### config.mk
export PLATFORM = sky130hd
export DESIGN_NAME = pipe_stage_reg
export DESIGN_NICKNAME = d
export VERILOG_FILES = /design/src/rtl/pipe_stage_reg.sv
export SDC_FILE = /design/constraint.sdc
export NUM_CORES = 1
export LEC_CHECK = 0
export CORE_MARGIN = 2
export CORE_UTILIZATION = 54
export DETAILED_ROUTE_END_ITERATION = 6
export PLACE_DENSITY = 0.95
export SLEW_MARGIN = 10
export SYNTH_ARGS = -nofsm -noshare
export SYNTH_HDL_FRONTEND = slang
export SYNTH_SLANG_ARGS = --single-unit
### constraint.sdc
create_clock -name clk -period 19.7 [get_ports clk]
set_clock_uncertainty 0.1 [all_clocks]
set_input_delay 4.925 -clock clk [delete_from_list [all_inputs] [get_ports clk]]
set_output_delay 4.925 -clock clk [all_outputs]
set_load 0.1 [all_outputs]
### src/rtl/pipe_stage_reg.sv
// Generic valid/ready pipeline stage register with a 1-entry skid buffer,
// synchronous flush and saturating bubble/flush performance counters.
module pipe_stage_reg #(
    parameter int                 DATA_W     = 160,
    parameter int                 CNT_W      = 16,
    parameter logic [DATA_W-1:0]  BUBBLE_VAL = {DATA_W{1'b0}}
) (
    input  logic              clk,
    input  logic              rst,
    input  logic              in_valid,
    output logic              in_ready,
    input  logic [DATA_W-1:0] in_data,
    output logic              out_valid,
    input  logic              out_ready,
    output logic [DATA_W-1:0] out_data,
    input  logic              flush,
    output logic [CNT_W-1:0]  bubble_cnt,
    output logic [CNT_W-1:0]  flush_cnt,
    input  logic              clr_cnt
);

    // Encoding is {skid_valid, main_valid}.
    typedef enum logic [1:0] {
        EMPTY = 2'b00,
        FULL  = 2'b01,
        SKID  = 2'b11
    } state_t;

    localparam logic [CNT_W-1:0] CNT_MAX  = {CNT_W{1'b1}};
    localparam logic [CNT_W-1:0] CNT_ZERO = {CNT_W{1'b0}};
    localparam logic [CNT_W-1:0] CNT_ONE  = {{(CNT_W-1){1'b0}}, 1'b1};

    function automatic logic [CNT_W-1:0] sat_inc(
        input logic [CNT_W-1:0] cnt,
        input logic             inc,
        input logic             clr
    );
        logic [CNT_W-1:0] res;
        if (clr) begin
            res = CNT_ZERO;
        end else if (inc && (cnt != CNT_MAX)) begin
            res = cnt + CNT_ONE;
        end else begin
            res = cnt;
        end
        return res;
    endfunction

    state_t            state_r;
    state_t            state_nxt_s;
    logic [DATA_W-1:0] main_data_r;
    logic [DATA_W-1:0] main_data_nxt_s;
    logic [DATA_W-1:0] skid_data_r;
    logic [DATA_W-1:0] skid_data_nxt_s;
    logic [CNT_W-1:0]  bubble_cnt_r;
    logic [CNT_W-1:0]  flush_cnt_r;
    logic              main_valid_s;
    logic              skid_valid_s;
    logic              acc_s;
    logic              drn_s;

    assign main_valid_s = (state_r == FULL) || (state_r == SKID);
    assign skid_valid_s = (state_r == SKID);
    assign acc_s        = in_valid & ~skid_valid_s;
    assign drn_s        = main_valid_s & out_ready;

    assign in_ready   = ~skid_valid_s;
    assign out_valid  = main_valid_s;
    assign out_data   = main_data_r;
    assign bubble_cnt = bubble_cnt_r;
    assign flush_cnt  = flush_cnt_r;

    // State and payload registers; reset drops any held beat at once.
    always_ff @(posedge clk or posedge rst) begin
        if (rst) begin
            state_r     <= EMPTY;
            main_data_r <= BUBBLE_VAL;
            skid_data_r <= BUBBLE_VAL;
        end else begin
            state_r     <= state_nxt_s;
            main_data_r <= main_data_nxt_s;
            skid_data_r <= skid_data_nxt_s;
        end
    end

    // Next-state and payload steering; flush overrides every transition.
    always_comb begin
        state_nxt_s     = state_r;
        main_data_nxt_s = main_data_r;
        skid_data_nxt_s = skid_data_r;
        if (flush) begin
            state_nxt_s     = EMPTY;
            main_data_nxt_s = BUBBLE_VAL;
            skid_data_nxt_s = BUBBLE_VAL;
        end else begin
            case (state_r)
                EMPTY: begin
                    if (acc_s) begin
                        state_nxt_s     = FULL;
                        main_data_nxt_s = in_data;
                    end else begin
                        state_nxt_s = EMPTY;
                    end
                end
                FULL: begin
                    if (acc_s && drn_s) begin
                        state_nxt_s     = FULL;
                        main_data_nxt_s = in_data;
                    end else if (drn_s) begin
                        state_nxt_s     = EMPTY;
                        main_data_nxt_s = BUBBLE_VAL;
                    end else if (acc_s) begin
                        state_nxt_s     = SKID;
                        skid_data_nxt_s = in_data;
                    end else begin
                        state_nxt_s = FULL;
                    end
                end
                SKID: begin
                    // Skid entry slides into main; upstream stays blocked this cycle.
                    if (drn_s) begin
                        state_nxt_s     = FULL;
                        main_data_nxt_s = skid_data_r;
                        skid_data_nxt_s = BUBBLE_VAL;
                    end else begin
                        state_nxt_s = SKID;
                    end
                end
                default: begin
                    state_nxt_s     = EMPTY;
                    main_data_nxt_s = BUBBLE_VAL;
                    skid_data_nxt_s = BUBBLE_VAL;
                end
            endcase
        end
    end

    // Saturating performance counters; clear wins over increment.
    always_ff @(posedge clk or posedge rst) begin
        if (rst) begin
            bubble_cnt_r <= CNT_ZERO;
            flush_cnt_r  <= CNT_ZERO;
        end else begin
            bubble_cnt_r <= sat_inc(bubble_cnt_r, ~main_valid_s, clr_cnt);
            flush_cnt_r  <= sat_inc(flush_cnt_r, flush, clr_cnt);
        end
    end

endmodule

==> summary.md <==
| Metric | Value |
|---|---|
| Die Y | `171 um` |
| Die area | `29,300 sq um` |
| Syn Nets | `1,791` |
| Gr ovfl total | `0` |
| Setup ws final | `11.44 ns` |
| Slew margin rel. | `0.278` |
| Initial core utilization | `0.547` |
| Least-Margin Pin Slew | `1.07 ns` |
| Clk slew on worst S/H paths | `0.06 ns` |
| Worst vdd ir | `0.0705 mV` |
| Top cells by count, synth | `nand2_1, dfrtp_1, nand3_1` |
| Initial DRC Count | `1,863` |
| TritonCTS Sinks | `354` |
| Share of the synthesized area in the top cell type | `0.586` |
| CTS tree | `yes` |
| Vias in the first global route | `13,800` |
| Post-route setup TNS | `0 ns` |
| Area grow syn2layout | `33.2%` |
| CP cell instances | `clkdlybuf4s50_1 > or3_1 > a21oi_4 > buf_4 > a211o_4 > buf_4 > o21ai_0` |
| FMAX | `121 MHz` |
| IO Pins | `360` |
| Final instance area | `20,100 sq um` |
| Synth Flop Type | `dfrtp_1` |
| CTS root buffer | `clkbuf_16` |
| Most area-hungry cell type in the Yosys netlist | `dfrtp_1` |
| DRC viols | `1` |
| Count leader, synth | `nand2_1` |
| WP data arrival | `8.48 ns` |
| Worst hold path type | `reg -> reg` |
| Status | `finished with violations` |
| Layout cells sized above 1 | `0.0496` |
| Placed inst area | `18,800 sq um` |
| Failing checks | `DRC` |
| DRT antenna net count | `0` |
| Mapped Avg Cell Area | `9.31 sq um` |
| Post CTS Setup Buffer Count | `0` |
| CTS Buf Count | `38` |
| FF+latch count, synth | `354` |
| Hold-critical path depth | `2` |
| Bufs and invs on worst path | `3` |
| Finish-stage setup viols | `0` |
| Hold path endpoint | `skid_data_r[66]` |
| Sequential area share after synthesis | `0.586` |
| Wire per inst | `20.0 um` |
| Leakage | `9.30 nW` |
| Mapped Area | `15,100 sq um` |
| Die width | `171 um` |
| Synth top area cells | `dfrtp_1, nand2_1, a22oi_1, nand3_1, o21ai_0` |
| Vias per inst | `6.14` |
| Post-synth cell types | `44` |
| Crit. End Element | `flip-flop` |
| Worst path top cell family by delay | `buffers and inverters` |
| YS warnings | `0` |
| Hold Violations, Final | `0` |
| Routability cong. | `0.854` |
| R2R cell count | `6` |
| R2R Path End | `out_data[38]` |
| Max-Cap Viols | `0` |
| Global-route wire length before repair | `72,200 um` |
| Gate Count Post-Synth | `1,623` |
| Initial antenna violation count | `1` |
| Hold Buf Count CTS | `0` |
| Core area | `27,600 sq um` |
| Clk Latency, worst-skew pair | `0.51 ns` |
| Reg2Reg Setup Slack | `15.64 ns` |
| EDFF count, synth | `0` |
| Critical path launch point type | `input port` |
| Critical path class | `in -> reg` |
| PD cells | `98.1 nW/um^2` |
| H-tree Lvls | `2` |
| Post-synth ARST share | `1.00` |
| DP HPWL | `28,700 um` |
| Worst R2R Start | `state_r[0]` |
| Largest net degree at the start of global routing | `124` |
| IO buf count | `359` |
| Period minus WS final | `8.26 ns` |
| GRT Util Overall | `0.310` |
| Cell at the slowest stage of the critical path | `buf_4` |
| Final worst path period share | `0.419` |
| Setup slack at placement | `11.04 ns` |
| Final slew viol count | `0` |
| Num rows | `61` |
| Crit path top cell by count | `buf_4` |
| Fin nets | `2,074` |
| Hold_sp | `skid_data_r[66]` |
| Vias | `14,200` |
| 1st-pass router iterations | `7` |
| Slowest Stage Delay on Critical Path | `0.86 ns` |
| CP Max Fanout | `103` |
| CTS resizes | `0` |
| WP data required | `19.92 ns` |
| CTS Buffer Depth | `3` |
| RSZ-0062 raised after global routing | `false` |
| Crit. path cell count | `7` |
| Routed WL | `46,300 um` |
## where the power goes
| part | switching, mW | internal, mW | total [mW] |
|---|---|---|---|
| logic | 0.329 | 0.106 | 0.435 |
| clock network | 0.288 | 0.452 | 0.739 |
| registers | 0.0302 | 0.770 | 0.800 |
## cells by family (layout without fill, tap and decap cells)
group | Yosys count | count (layout) | share of synthesized area
compound gates | 380 | 380 | 0.158
fa+ha+maj | 2 | 2 | 0.00166
buf+inv | 142 | 455 | 0.0398
flops | 354 | 354 | 0.586
mux | 3 | 3 | 0.00215
other cells | 0 | 1 | 0
simple gates | 742 | 742 | 0.212
## through the flow
stage	hold WS (ns)	power, mW	util	instances
5_1_grt	0.383	2.04	0.728	2315
3_3_place_gp	0.349	1.23	0.680	2244
4_1_cts	0.369	1.98	0.728	2314
3_5_place_dp	0.356	1.24	0.680	2244
2_1_floorplan	0.339	1.10	-	1623
6_report	0.367	1.97	0.728	2315
## how the worst max path moves through the flow
stage                    end      from  slack [ns]
4_1_cts         out_data[15]  in_valid       11.57
3_5_place_dp    out_data[62]  in_valid       11.04
5_1_grt         out_data[15]  in_valid       11.27
3_3_place_gp    out_data[22]  in_valid       11.18
6_report        out_data[38]  in_valid       11.44
2_1_floorplan  bubble_cnt[0]       rst        4.85
## worst min-delay path, cell delays in order, from the launching register on
cell	delay (ns)
dfrtp_1	0.34
nand2_1	0.05
nand2_1	0.05
## cell type report
type / count / area [sq um]
Clock buffer: 61 / 1220
Clock inverter: 9 / 101
Fill cell: 1851 / 7510
Antenna cell: 1 / 2.50
Tap cell: 378 / 473
Sequential cell: 354 / 8860
Inverter: 8 / 37.5
Multi-Input combinational cell: 1127 / 5700
Timing Repair Buffer: 377 / 3730
## registers in the layout, summed over array words and instances, names as in the netlist
register	count
bubble_cnt	16
flush_cnt	16
out_data	160
skid_data_r	160
state_r	2
## cells in the final DEF, fill, tap and decap left out, drive strengths merged, types with 2 or more instances in the layout
master	synthesis	routed
nand2	502	502
clkdlybuf4s50	0	359
dfrtp	354	354
o21ai	172	172
nand3	162	162
a22oi	160	160
clkbuf	64	61
a21oi	24	24
buf	70	18
nand4	14	14
or3	13	13
o31ai	9	9
inv	8	9
or4	8	8
nor2	8	8
nor3	7	7
nor4	7	7
clkinv	0	5
and3	4	4
o31a	4	4
and4	4	4
nand2b	3	3
nor2b	3	3
o21a	3	3
a211o	2	2
mux2	2	2
ha	2	2
bufinv	0	2
and2	2	2
## metal layers
layer	track usage	vias up	part of all wire	wire, um
li1	-	6201	-	-
met1	0.387	6942	0.36	16900
met2	0.509	878	0.49	22600
met3	0.0621	184	0.090	4170
met4	0.173	0	0.057	2630
met5	0	-	0	0
Note: power is estimated with default switching activity, not from simulation.
